--- src/rtl/bti_rom_ctrl.sv ---
// bti_rom_ctrl: pipelined BTI read front end for a synchronous ROM with in-order buffered responses
module bti_rom_ctrl #(
  parameter int                BTI_AW    = 32,
  parameter int                BTI_DW    = 32,
  parameter int                TIDW      = 4,
  parameter int                ROM_AW    = 15,
  parameter logic [BTI_AW-1:0] BASE      = '0,
  parameter int                RD_LAT    = 1,
  parameter int                RSP_DEPTH = 4
) (
  input  logic              clk,
  input  logic              rst,
  input  logic              bti_req_vld,
  output logic              bti_req_rdy,
  input  logic [BTI_AW-1:0] bti_req_addr,
  input  logic [TIDW-1:0]   bti_req_tid,
  output logic              bti_rsp_vld,
  input  logic              bti_rsp_rdy,
  output logic [TIDW-1:0]   bti_rsp_tid,
  output logic [BTI_DW-1:0] bti_rsp_data,
  output logic              bti_rsp_ok,
  output logic              rom_cs,
  output logic [ROM_AW-3:0] rom_addr,
  input  logic [BTI_DW-1:0] rom_data,
  output logic [15:0]       err_cnt
);
  localparam int CW = $clog2(RSP_DEPTH + 1);
  localparam int PW = RSP_DEPTH > 1 ? $clog2(RSP_DEPTH) : 1;
  logic [CW-1:0]     occ_q, occ_d, cnt_q, cnt_d;
  logic [PW-1:0]     wp_q, wp_d, rp_q, rp_d;
  logic [RD_LAT-1:0] pv_q, ph_q;
  logic [TIDW-1:0]   pt_q [RD_LAT];
  logic [TIDW-1:0]   ft_q [RSP_DEPTH];
  logic [BTI_DW-1:0] fd_q [RSP_DEPTH];
  logic [RSP_DEPTH-1:0] fo_q;
  logic [15:0]       err_q, err_d;
  logic              acc, hit, wr, pop;
  // occ bounds in-flight plus buffered entries, so the FIFO can never overflow
  always_comb begin
    hit = bti_req_addr[BTI_AW-1:ROM_AW] == BASE[BTI_AW-1:ROM_AW] && bti_req_addr[1:0] == 2'b00;
    bti_req_rdy = !rst && occ_q < CW'(RSP_DEPTH);
    acc = bti_req_vld && bti_req_rdy;
    rom_cs = acc && hit;
    rom_addr = bti_req_addr[ROM_AW-1:2];
    wr = pv_q[RD_LAT-1];
    bti_rsp_vld = !rst && cnt_q != '0;
    pop = bti_rsp_vld && bti_rsp_rdy;
    bti_rsp_tid = bti_rsp_vld ? ft_q[rp_q] : '0;
    bti_rsp_data = bti_rsp_vld ? fd_q[rp_q] : '0;
    bti_rsp_ok = bti_rsp_vld && fo_q[rp_q];
    occ_d = occ_q + CW'(acc) - CW'(pop);
    cnt_d = cnt_q + CW'(wr) - CW'(pop);
    wp_d = !wr ? wp_q : wp_q == PW'(RSP_DEPTH - 1) ? '0 : wp_q + PW'(1);
    rp_d = !pop ? rp_q : rp_q == PW'(RSP_DEPTH - 1) ? '0 : rp_q + PW'(1);
    err_d = pop && !bti_rsp_ok && err_q != 16'hFFFF ? err_q + 16'd1 : err_q;
    err_cnt = rst ? '0 : err_q;
  end
  always_ff @(posedge clk) begin
    if (rst) begin
      occ_q <= '0;
      cnt_q <= '0;
      wp_q  <= '0;
      rp_q  <= '0;
      pv_q  <= '0;
      err_q <= '0;
    end else begin
      occ_q <= occ_d;
      cnt_q <= cnt_d;
      wp_q  <= wp_d;
      rp_q  <= rp_d;
      pv_q  <= RD_LAT'({pv_q, acc});
      err_q <= err_d;
    end
  end
  always_ff @(posedge clk) begin
    ph_q    <= RD_LAT'({ph_q, hit});
    pt_q[0] <= bti_req_tid;
    for (int i = 1; i < RD_LAT; i++) pt_q[i] <= pt_q[i-1];
    if (wr) begin
      ft_q[wp_q] <= pt_q[RD_LAT-1];
      fd_q[wp_q] <= ph_q[RD_LAT-1] ? rom_data : '0;
      fo_q[wp_q] <= ph_q[RD_LAT-1];
    end
  end
endmodule
--- config.mk ---
export PLATFORM = sky130hd
export DESIGN_NAME = bti_rom_ctrl
export DESIGN_NICKNAME = d
export VERILOG_FILES = /design/src/rtl/bti_rom_ctrl.sv
export SDC_FILE = /design/constraint.sdc
export NUM_CORES = 1
export LEC_CHECK = 0
export ABC_AREA = 1
export BUFFER_PORTS_ARGS = -buffer_cell sky130_fd_sc_hd__buf_2
export CORE_MARGIN = 2
export CORE_UTILIZATION = 40
export DETAILED_ROUTE_END_ITERATION = 8
export PLACE_DENSITY_LB_ADDON = 0.25
export SLEW_MARGIN = 5
export SYNTH_ARGS = -nofsm -noshare
export SYNTH_HDL_FRONTEND = slang
export SYNTH_SLANG_ARGS = --single-unit
--- constraint.sdc ---
create_clock -name clk -period 1.8 [get_ports clk]
set_input_delay 0 -clock clk [delete_from_list [all_inputs] [get_ports clk]]
set_output_delay 0 -clock clk [all_outputs]
set_load 0.03 [all_outputs]
==> flow_summary.toml <==
[outcome]
outcome = "finished, final reports clean"

[yosys]
synth_warnings = 0
synth_area_um2 = 7969
netlist_instances = 806
seq_area_frac_synth = 0.6431
synth_cell_types = 29
ys_ff_latch = 182
avgSynthCellArea_um2 = 9.887
synth.net_count = 888

[timing]
rsz0062_at_grt = "yes"
skew_ns = 0.007318
drv_slew = 0
period_needed_ns = 1.764
maxSlewHeadroom = 0.7566
hold_ws_ns = 0.00001320
hold_viol_final = 0
period_share = 0.9798
setup_viol_count_final = 0
tightest_slew_ns = 0.3650
fmax_mhz = 567.0

[detailed_routing]
drtPass1Iterations = 4
viasPerCell = 4.747
ant_nets = 0
vias = 5939
drt-wirelength-per-cell_um = 14.55
routed_wl_um = 18200
drtIter0Drc = 295
drc_errors = 0

[setup_path]
regToRegStartpoint = "cnt_q[1]"
end_kind = "output port"
cp-start-kind = "flop"
cp.required_ns = 1.80
cp.arrival_ns = 1.76
cp_max_fo = 15
critPathMaxStageDelay_ns = 0.41
rr_endpoint = "occ_q[2]"
path_cells = "buf_8 > clkbuf_16 > nor2_2 > nor2_1 > o21ai_1 > a21oi_2 > buf_6"
r2r_slack_ns = 0.08
critical_path_class = "reg -> out"
critPathSlowestCell = "dfxtp_4"
worstRegToRegCells = 10

[floorplanning]
row_count = 51
fp.coreArea_um2 = 19530
fp.dieW_um = 145.1
initial_core_util = 0.4081
die_h_um = 145.1
io_pins = 141
fp.dieArea_um2 = 21070

[placement]
hpwlAfterDp_um = 11070
globalplace.congestion = 0.8076
port_buffers = 114

[cells_and_area]
num-fill-cells = 1806
final_cell_mix = "186 x nor2_1, 148 x edfxtp_1, 113 x nand2_1"
nNetsFinal = 1056
syn_to_final_growth_pct = 29.45
layout_commonest_cell = "nor2_1"
antenna_cells = 0
layout-drive-gt1-share = 0.2404

[clocking]
clock-sinks = 182
cts_root_buf = "clkbuf_16"
clock_path_buffers = 2
cts_tree = "built"
cts_made_buffers = 17
htree_num_levels = 4
clk_latency_ns = 0.43
path_clk_slew_ns = 0.06

[power_and_ir_drop]
ir_drop_v = 0.0007785
p_total_mw = 11.92
powerDensity_nw_per_um2 = 1155
leakagePower_nw = 4.286

[hold_path]
hold_depth = 0
min_path_type = "in -> out"
hp-start = "bti_req_addr[10]"
min_to = "rom_addr[8]"

[global_route]
antenna_found_initial = 0
grt_start_max_net_pins = 41
grt_pass1_wl_um = 28100
grtUsageTotal = 0.1693
grt_pass1_vias = 5531
overflow = 0

[run]
max_cap_violations = 0
## cell type report
type	instances	area, um2	area share
tap	265	331.6	0.03214
clock buffer	17	425.4	0.04124
sequential	182	5136	0.4979
inverter	73	282.8	0.02741
timing repair buffer	197	1587	0.1538
clock inverter	14	141.4	0.01371
multi-input combinational	503	2412	0.2338
## critical path: cells and delay by family, from the launching register on
family | cells | cell delay (ns)
compound gates | 2 | 0.30
buf+inv | 3 | 0.51
flops | 1 | 0.41
simple gates | 2 | 0.11
## metal layers
layer	track usage	wire, um
met5	0	0
met4	0.05392	324
met3	0.03962	868
met2	0.2855	9027
met1	0.2167	7981
## report_power, final
part | switching [mW] | leakage (nW) | internal [mW]
combinational | 2.15 | 2.29 | 1.33
clock | 1.63 | 0.269 | 1.93
sequential | 0.128 | 1.73 | 4.75
## cell usage after synthesis, drive strengths merged
master	n	area (um2)
nand3	21	110.1
nor4	4	25.02
fa	2	40.04
ha	8	100.1
nand4	6	37.54
a21oi	54	304.1
o21ai	83	415.4
inv	72	270.3
nor2	193	744.5
xor2	5	43.79
edfxtp	148	4444
dfxtp	34	680.7
clkbuf	25	93.84
clkinv	1	3.750
or2	1	6.260
nand2	123	481.7
nor3	3	15.01
buf	23	152.6
## what timing repair did
action / CTS / global route
pin swaps: 6 / 12
gates cloned: 0 / 3
endpoints found under the hold margin: 139 / 0
setup buffers: 1 / 3
hold buffers: 42 / 0
resized for setup: 27 / 51
setup endpoints to repair: 37 / 30
## sequential cells by signal (all words and copies together), names as in the netlist, 2 cells and up, named ones only
signal / cells
fd_q: 128
err_q: 16
ft_q: 16
fo_q: 4
pt_q: 4
cnt_q: 3
occ_q: 3
rp_q: 2
wp_q: 2
## worst max-delay path by stage
stage               startpoint               end  slack [ns]
detailed placement    cnt_q[2]          occ_q[2]       -0.03
floorplan             occ_q[2]          occ_q[2]       0.006
CTS                   cnt_q[1]          occ_q[2]        0.02
finish                    flop   bti_rsp_data[0]        0.04
global placement      cnt_q[2]          occ_q[2]      -0.003
global route              flop  bti_rsp_data[21]       -0.04
## stage by stage
step / std cells / instance area, um2 / TNS, ns / worst slack (ns) / utilization
floorplan: 806 / 7986 / 0 / 0.005939 / -
global placement: 1171 / 9027 / -0.002616 / -0.002616 / 0.4623
detailed placement: 1171 / 9027 / -0.02892 / -0.02892 / 0.4623
CTS: 1245 / 10100 / 0 / 0.01660 / 0.5172
global route: 1251 / 10320 / -0.2475 / -0.03535 / 0.5283
finish: 1251 / 10320 / 0 / 0.03642 / 0.5283
## cell families after synthesis
logic type | share of synthesized area
AND/OR/NAND/NOR | 0.1782
buffers and inverters | 0.06531
adder cells (fa/ha/maj) | 0.01759
flip-flops | 0.6431
AO/OA/AOI/OAI | 0.09028
XOR/XNOR | 0.005495
(Power assumes the default switching activity.)
